===== config.mk =====
export PLATFORM = sky130hd
export DESIGN_NAME = pipeline_ctrl
export DESIGN_NICKNAME = d
export VERILOG_FILES = /design/src/rtl/pipeline_ctrl.sv
export SDC_FILE = /design/constraint.sdc
export NUM_CORES = 1
export LEC_CHECK = 0
export ABC_AREA = 1
export CORE_UTILIZATION = 50
export DETAILED_ROUTE_END_ITERATION = 8
export PLACE_DENSITY = 0.83
export SKIP_LAST_GASP = 1
export SYNTH_ARGS = -nofsm -noshare
export SYNTH_HDL_FRONTEND = slang
export SYNTH_SLANG_ARGS = --single-unit

===== constraint.sdc =====
create_clock -name clk_i -period 5.3 [get_ports clk_i]
set_input_delay 1.06 -clock clk_i [delete_from_list [all_inputs] [get_ports clk_i]]
set_output_delay 1.06 -clock clk_i [all_outputs]
set_load 0.1 [all_outputs]

===== src/rtl/pipeline_ctrl.sv =====
// Pipeline control: run/memory-wait/error FSM plus hazard-driven stall, bubble,
// flush and next-PC selection for a classic five-stage pipeline.
module pipeline_ctrl #(
    parameter int MEM_TIMEOUT = 15,
    parameter int CNT_W       = 16
) (
    input  logic             clk_i,
    input  logic             rst_i,
    input  logic             start_i,
    input  logic [4:0]       IDrs_i,
    input  logic [4:0]       IDrt_i,
    input  logic             IDbranch_i,
    input  logic             IDjump_i,
    input  logic             IDequal_i,
    input  logic             EXmemread_i,
    input  logic             EXregwrite_i,
    input  logic [4:0]       EXrd_i,
    input  logic             MEMmemread_i,
    input  logic [4:0]       MEMrd_i,
    input  logic             MEMreq_i,
    input  logic             MEMack_i,
    output logic             pc_write_o,
    output logic             ifid_write_o,
    output logic             ifid_flush_o,
    output logic             idex_bubble_o,
    output logic             pipe_en_o,
    output logic [1:0]       pc_sel_o,
    output logic [1:0]       state_o,
    output logic             err_o,
    output logic [CNT_W-1:0] stall_cnt_o
);

    typedef enum logic [1:0] {
        S_IDLE     = 2'b00,
        S_RUN      = 2'b01,
        S_MEM_WAIT = 2'b10,
        S_ERROR    = 2'b11
    } state_t;

    localparam int WAIT_W = (MEM_TIMEOUT > 1) ? $clog2(MEM_TIMEOUT + 1) : 1;
    localparam logic [WAIT_W-1:0] WAIT_LAST = WAIT_W'(MEM_TIMEOUT - 1);

    state_t              state;
    logic   [WAIT_W-1:0] wait_cnt;
    logic                miss;
    logic                hold;
    logic                load_use;
    logic                ex_dep;
    logic                mem_dep;
    logic                branch_haz;

    // A miss is an outstanding request without its completion; the ack cycle itself advances.
    assign miss = MEMreq_i && !MEMack_i;
    assign hold = (state == S_IDLE) || (state == S_ERROR) || miss;

    assign load_use = EXmemread_i && (EXrd_i != 5'd0) &&
                      ((EXrd_i == IDrs_i) || (EXrd_i == IDrt_i)) && !IDjump_i;
    assign ex_dep   = EXregwrite_i && (EXrd_i != 5'd0) &&
                      ((EXrd_i == IDrs_i) || (EXrd_i == IDrt_i));
    assign mem_dep  = MEMmemread_i && (MEMrd_i != 5'd0) &&
                      ((MEMrd_i == IDrs_i) || (MEMrd_i == IDrt_i));
    assign branch_haz = IDbranch_i && (ex_dep || mem_dep);

    always_comb begin
        pc_write_o    = 1'b0;
        ifid_write_o  = 1'b0;
        ifid_flush_o  = 1'b0;
        idex_bubble_o = 1'b0;
        pipe_en_o     = 1'b0;
        pc_sel_o      = 2'b00;
        if (hold) begin
            pipe_en_o = 1'b0;
        end else if (load_use || branch_haz) begin
            idex_bubble_o = 1'b1;
            pipe_en_o     = 1'b1;
        end else begin
            pc_write_o   = 1'b1;
            ifid_write_o = 1'b1;
            pipe_en_o    = 1'b1;
            if (IDjump_i) begin
                pc_sel_o     = 2'b10;
                ifid_flush_o = 1'b1;
            end else if (IDbranch_i && IDequal_i) begin
                pc_sel_o     = 2'b01;
                ifid_flush_o = 1'b1;
            end
        end
    end

    always_ff @(posedge clk_i or posedge rst_i) begin
        if (rst_i) begin
            state       <= S_IDLE;
            wait_cnt    <= '0;
            stall_cnt_o <= '0;
        end else begin
            if ((state == S_RUN || state == S_MEM_WAIT) && !pc_write_o &&
                (stall_cnt_o != {CNT_W{1'b1}})) begin
                stall_cnt_o <= stall_cnt_o + 1'b1;
            end
            case (state)
                S_IDLE: begin
                    wait_cnt <= '0;
                    if (start_i) state <= S_RUN;
                end
                S_RUN: begin
                    wait_cnt <= '0;
                    if (!start_i)  state <= S_IDLE;
                    else if (miss) state <= S_MEM_WAIT;
                end
                S_MEM_WAIT: begin
                    if (!start_i) begin
                        state    <= S_IDLE;
                        wait_cnt <= '0;
                    end else if (MEMack_i) begin
                        state    <= S_RUN;
                        wait_cnt <= '0;
                    end else if (wait_cnt == WAIT_LAST) begin
                        state    <= S_ERROR;
                        wait_cnt <= '0;
                    end else begin
                        wait_cnt <= wait_cnt + 1'b1;
                    end
                end
                default: begin
                    state    <= S_ERROR;
                    wait_cnt <= '0;
                end
            endcase
        end
    end

    assign state_o = state;
    assign err_o   = (state == S_ERROR);

endmodule


==> metrics.cfg, run 1 <==
[logic_synthesis]
yosys_warnings = 0
synth_ff_type = dfrtp_1
synth_area_sq_um = 1778
ys_ff_latch = 22
synth_area_per_cell_sq_um = 6.709
synth_area_leader_cell = dfrtp_1
netlist_top_cells_count = 91 x nand2_1, 34 x inv_1, 25 x nor2_1
ys_seq_area_share_pct = 30.96
synth_top_area_share_pct = 30.96
synth_nets = 303
syn_inst = 265
synth_edf_count = 0
synth_area_leaders = dfrtp_1 31%, nand2_1 19%, inv_1 7.2%
synthArstFlopShare_pct = 100.0
synth_cell_types = 26
post-synth-top-count-cell = nand2_1

[run]
maxCapViolations = 0

[place]
numPortBuffers = 56
dp.cells = 360
dp_hpwl_mm = 3.300
gp_congestion = 0.8158

[setup_path]
worstSetupEndpointType = output pin
worst-path-max-fanout = 25
cp_data_arrival_time_ns = 3.06
required_ns = 4.24
worst_setup_path_start_kind = input pin
crit_type = input pin to output pin

[grt]
antenna_found_initial = 0
grt_use_total_pct = 23.94
grt_max_degree = 26
grt_overflow = 0
grt_pass1_wl_mm = 6.713
grt_pass1_vias = 1500

[clock_tree]
hold_buffers = 0
root_buffer = clkbuf_4
numClockSinks = 22
cts.clk_slew.worst_paths_ns = 0.13
h-tree-depth = 1
clockBufferDepth = 2
clk_latency_ns = 0.32
cts-buffers-inserted = 3
cts_tree = done
post_cts_resized = 0
cts_setup_buffers = 0

[routing]
vias = 1799
wirelength_mm = 4.308
first_pass_iters = 4
drtIter0Drc = 121
drc = 0
ant_nets = 0
routedWlPerCell_microns = 11.84
viasPerCell = 4.942

[timing]
finalHoldViolCount = 0
setup-violations-final = 0
skew_ns = 0.008098
slew_headroom_pct = 35.19
worstMarginPinSlew_ns = 0.9691
finalCritPeriodShare_pct = 77.78
hold_ws_ns = 0.5002
final_max_slew_viol_count = 0
finalCriticalPeriod_ns = 4.122
setup_tns_ns = 0
timing.fmax_ghz = 0.2426
rsz0062_at_grt = no

[die]
coreArea_sq_um = 3363
rows = 21
die_y_microns = 61.63
initial_core_util_pct = 52.86
ioPinCount = 57
die_area_sq_um = 3798
dieWidth_microns = 61.63

[power_and_ir_drop]
sw_frac_of_total_pct = 61.62
pwr-share-seq_pct = 19.3
power_switching_uw = 717.3
irDropWorstVdd_mv = 0.4647
powerDensity_nw_per_um2 = 486.1
power.internal_uw = 446.8
total_leakage_power_uw = 0.001221
clkPwrFrac_pct = 11.4
combPwrFrac_pct = 69.3

[hold_path]
hold_path_class = flop to flop

[final_layout]
diodes = 0
fillers = 304
final_cells = 364
drive_gt1_share_pct = 8.176
syn_to_final_growth_pct = 34.69
final_core_util_pct = 71.21
nNetsFinal = 357

[run_status]
outcome = finished, final reports clean

-- critical path, cell delays in order --
cell	delay (ns)
clkdlybuf4s50_1	0.47
nor3_1	0.21
nand3_1	0.09
nand2_1	0.07
inv_1	0.04
nand2_1	0.09
nand3_2	0.42
a21oi_1	0.27
buf_4	0.32
-- area by class of cell --
type / instances / area, sq um / share of cell area [%]
Clock buffer: 3 / 22.52 / 0.9404
Timing Repair Buffer: 56 / 543.0 / 22.68
Tap cell: 46 / 57.56 / 2.403
Sequential cell: 22 / 550.5 / 22.99
Inverter: 37 / 138.9 / 5.799
Clock inverter: 1 / 30.03 / 1.254
Multi-Input combinational cell: 199 / 1052 / 43.94
-- routing by layer --
layer  track usage (%)  part of all wire, %  vias to the layer above
li1                  -                    -                      947
met1             31.76                   47                      806
met2             41.17                   48                       42
met3             4.622                  4.7                        4
met4             3.810                 0.81                        0
met5                 0                    0                        -
-- final timing paths --
kind	from	cells past startpoint	slack, ns	end
min in group asynchronous	rst_i	2	1.20	state_o[1]$_DFFE_PP0P_
max in group asynchronous	rst_i	2	3.58	stall_cnt_o[10]$_DFFE_PP0P_
worst max register to register	state_o[1]$_DFFE_PP0P_	8	2.68	stall_cnt_o[6]$_DFFE_PP0P_
worst min-delay path	wait_cnt[0]$_DFF_PP0_	1	0.50	wait_cnt[0]$_DFF_PP0_
worst max-delay path	EXrd_i[0]	9	1.18	ifid_flush_o
worst min register to register	wait_cnt[0]$_DFF_PP0_	1	0.50	wait_cnt[0]$_DFF_PP0_
-- state kept, by name (all words and copies together) (netlist names) --
name and cells:
wait_cnt 4, state_o 2, stall_cnt_o 16
-- kinds of logic after synthesis --
family	Yosys count	synth area share, %
and+or+nand+nor	167	42.86
buffers and inverters	44	10.13
DFF	22	30.96
xor gates and xnor gates	17	8.375
AOI/OAI and AO/OA	8	2.745
adders and majority gates	7	4.926
-- power by group through the flow --
| stage | sequential (uW) | clock, uW | combinational [uW] |
|---|---|---|---|
| floorplan | 387 | 0 | 500 |
| global placement | 228 | 0 | 799 |
| finish | 225 | 132 | 807 |
| global route | 231 | 141 | 855 |
| detailed placement | 229 | 0 | 807 |
| CTS | 225 | 134 | 809 |
-- cells in the final DEF, fill, tap and decap left out --
| cell type | Yosys | routed |
|---|---|---|
| clkbuf_4 | 0 | 3 |
| nor2_1 | 25 | 25 |
| bufinv_16 | 0 | 1 |
| nor2_4 | 2 | 2 |
| xnor2_1 | 9 | 9 |
| inv_1 | 34 | 34 |
| clkdlybuf4s50_1 | 0 | 49 |
| buf_4 | 1 | 7 |
| nand4_1 | 20 | 20 |
| o211ai_1 | 1 | 1 |
| nor2_2 | 2 | 2 |
| inv_2 | 3 | 3 |
| a21oi_1 | 5 | 5 |
| nor3b_2 | 1 | 1 |
| nor3_1 | 4 | 3 |
| nor3_2 | 0 | 1 |
| nor4_1 | 1 | 1 |
| ha_1 | 7 | 7 |
| nand2_1 | 91 | 91 |
| dfrtp_1 | 22 | 22 |
| nand2_2 | 2 | 2 |
| a22o_1 | 1 | 1 |
| o21a_1 | 1 | 1 |
| xor2_1 | 8 | 8 |
| nand3_2 | 4 | 4 |
| nand3_1 | 15 | 15 |
-- stage by stage --
step,setup slack [ns],instance area [sq um],power [uW]
3_3_place_gp,1.214,2342,1027
2_1_floorplan,0.1055,1783,887.1
4_1_cts,1.182,2395,1168
3_5_place_dp,1.188,2342,1036
5_1_grt,0.9810,2395,1227
6_report,1.178,2395,1164
No activity file was read; power rests on OpenSTA's default activity.
==> run 2: changes to the inputs <==
Settings changed: CORE_UTILIZATION 50 to 47, PLACE_DENSITY 0.83 to 0.78.
Clock period 5.3 ns to 4.1 ns, I/O delays scaled along.
==> metrics.cfg, run 2 (synthesized netlist as in run 1, its figures left out) <==
[die]
ioPinCount = 57
initial_core_util_pct = 51.26
rows = 21
die_y_microns = 63.51
die_area_sq_um = 4033
coreArea_sq_um = 3468
dieWidth_microns = 63.51

[clock_tree]
cts_tree = done
numClockSinks = 22
cts-buffers-inserted = 3
h-tree-depth = 1
clockBufferDepth = 2
hold_buffers = 0
clk_latency_ns = 0.27
cts.clk_slew.worst_paths_ns = 0.08
post_cts_resized = 0
cts_setup_buffers = 0
root_buffer = clkbuf_8

[place]
dp.cells = 362
gp_congestion = 0.9065
numPortBuffers = 56
dpl-instance-area_sq_um = 2439
dp_hpwl_mm = 3.303

[final_layout]
fillers = 312
final_common_cell = nand2_1
regMostFlops = stall_cnt_o
drive_gt1_share_pct = 10.31
diodes = 0
design_area_sq_um = 2510
final_cells = 366
nNetsFinal = 359
multiInputGateArea_sq_um = 1065
syn_to_final_growth_pct = 41.17
seq_area_sq_um = 553.0
largest_register_ff_count = 16
mostFrequentLayoutCells = 91 x nand2_1, 49 x clkdlybuf4s50_1, 33 x inv_1

[setup_path]
worst-path-max-fanout = 5
required_ns = 3.28
crit_type = input pin to output pin
cp_slowest_stage_delay_ns = 0.53
crit_chain = clkdlybuf4s50_1 > inv_1 > nand2_1 > nand2_1 > nor2_1 > nand3_1 > nand2_1 > nand2_1 > nand3_2 > clkinvlp_4 > buf_12
crit_family = buffers and inverters
r2r_cells = 10
worst_setup_path_start_kind = input pin
r2r_slack_ns = 1.90
worst-path-buf-inv = 4
reg2reg_to = stall_cnt_o[3]$_DFFE_PP0P_
worstSetupEndpointType = output pin
r2r_start = state_o[1]$_DFFE_PP0P_
cp_slowest_cell = clkdlybuf4s50_1
path_common_cell = nand2_1
path_depth = 11
cp_data_arrival_time_ns = 2.47

[timing]
slew_headroom_pct = 34.17
hold_ws_ns = 0.4988
finalHoldViolCount = 0
worstMarginPinSlew_ns = 0.9843
finalCriticalPeriod_ns = 3.286
setup_tns_ns = 0
finalCritPeriodShare_pct = 80.14
rsz0062_at_grt = no
timing.fmax_ghz = 0.3043
final_max_slew_viol_count = 0
skew_ns = 0.003749
setup-violations-final = 0

[routing]
first_pass_iters = 4
wirelength_mm = 4.223
drc = 0
routedWlPerCell_microns = 11.54
met2_length_mm = 1.923
highest_layer = met4
drtIter0Drc = 106
met1_length_mm = 2.083
met3WireLength_microns = 187
viasPerCell = 4.970
ant_nets = 0
vias = 1819

[power_and_ir_drop]
total_leakage_power_uw = 0.001251
power_uw = 1655
irDropWorstVdd_mv = 0.3520
powerDensity_nw_per_um2 = 659.4

[hold_path]
hp-start = wait_cnt[0]$_DFF_PP0_
min_path_cells = 1
hold_path_class = flop to flop
min_to = wait_cnt[0]$_DFF_PP0_

[grt]
grt_pass1_wl_mm = 7.376
grt_use_total_pct = 22.63
grt_pass1_vias = 1642
grt_max_degree = 23
antenna_found_initial = 0
grt_overflow = 0

[run]
maxCapViolations = 0

[run_status]
outcome = finished, final reports clean

==> run 2: cell count changes in the layout (fill, tap and decap cells not counted), moves of 2 or more <==
cell / before / now
clkbuf_8: 0 / 3
dfrtp_1: 22 / 20
dfrtp_2: 0 / 2
clkbuf_4: 3 / 0
buf_4: 7 / 4
buf_12: 0 / 5
==> run 2: worst max path at each step <==
stage,endpoint,startpoint
2_1_floorplan,ifid_flush_o,state_o[0]$_DFFE_PP0P_
3_3_place_gp,ifid_write_o,MEMrd_i[1]
3_5_place_dp,pc_write_o,MEMrd_i[1]
4_1_cts,pc_write_o,MEMrd_i[1]
5_1_grt,pc_sel_o[0],EXrd_i[0]
6_report,ifid_write_o,MEMrd_i[1]
==> run 2: through the flow <==
stage / util, % / setup slack [ns]
final: 72.37 / 0.8142
after CTS: 72.37 / 0.8226
after floorplan: - / 0.06591
after global routing: 72.37 / 0.6734
after global placement: 70.31 / 0.8438
after detailed placement: 70.31 / 0.8210
==> run 2: metal layers <==
metal / vias to the layer above / global-route usage [%]
met5: - / 0
met4: 0 / 3.409
li1: 951 / -
met1: 816 / 32.09
met3: 4 / 4.167
met2: 48 / 36.17
==> run 2: final cells by class <==
type,instances,share of cell area [%]
flip-flops and latches,22,22.03
well taps,46,2.293
clock inverters,1,1.196
inverters,37,5.683
clock buffers,3,1.645
repair buffers,58,24.73
multi-input cells,199,42.42
==> run 2: report_power, final <==
group	switching (uW)	leakage [uW]	internal, uW
clock	73.5	0.0000357	131
combinational	845	0.000921	311
sequential	42.1	0.000295	253
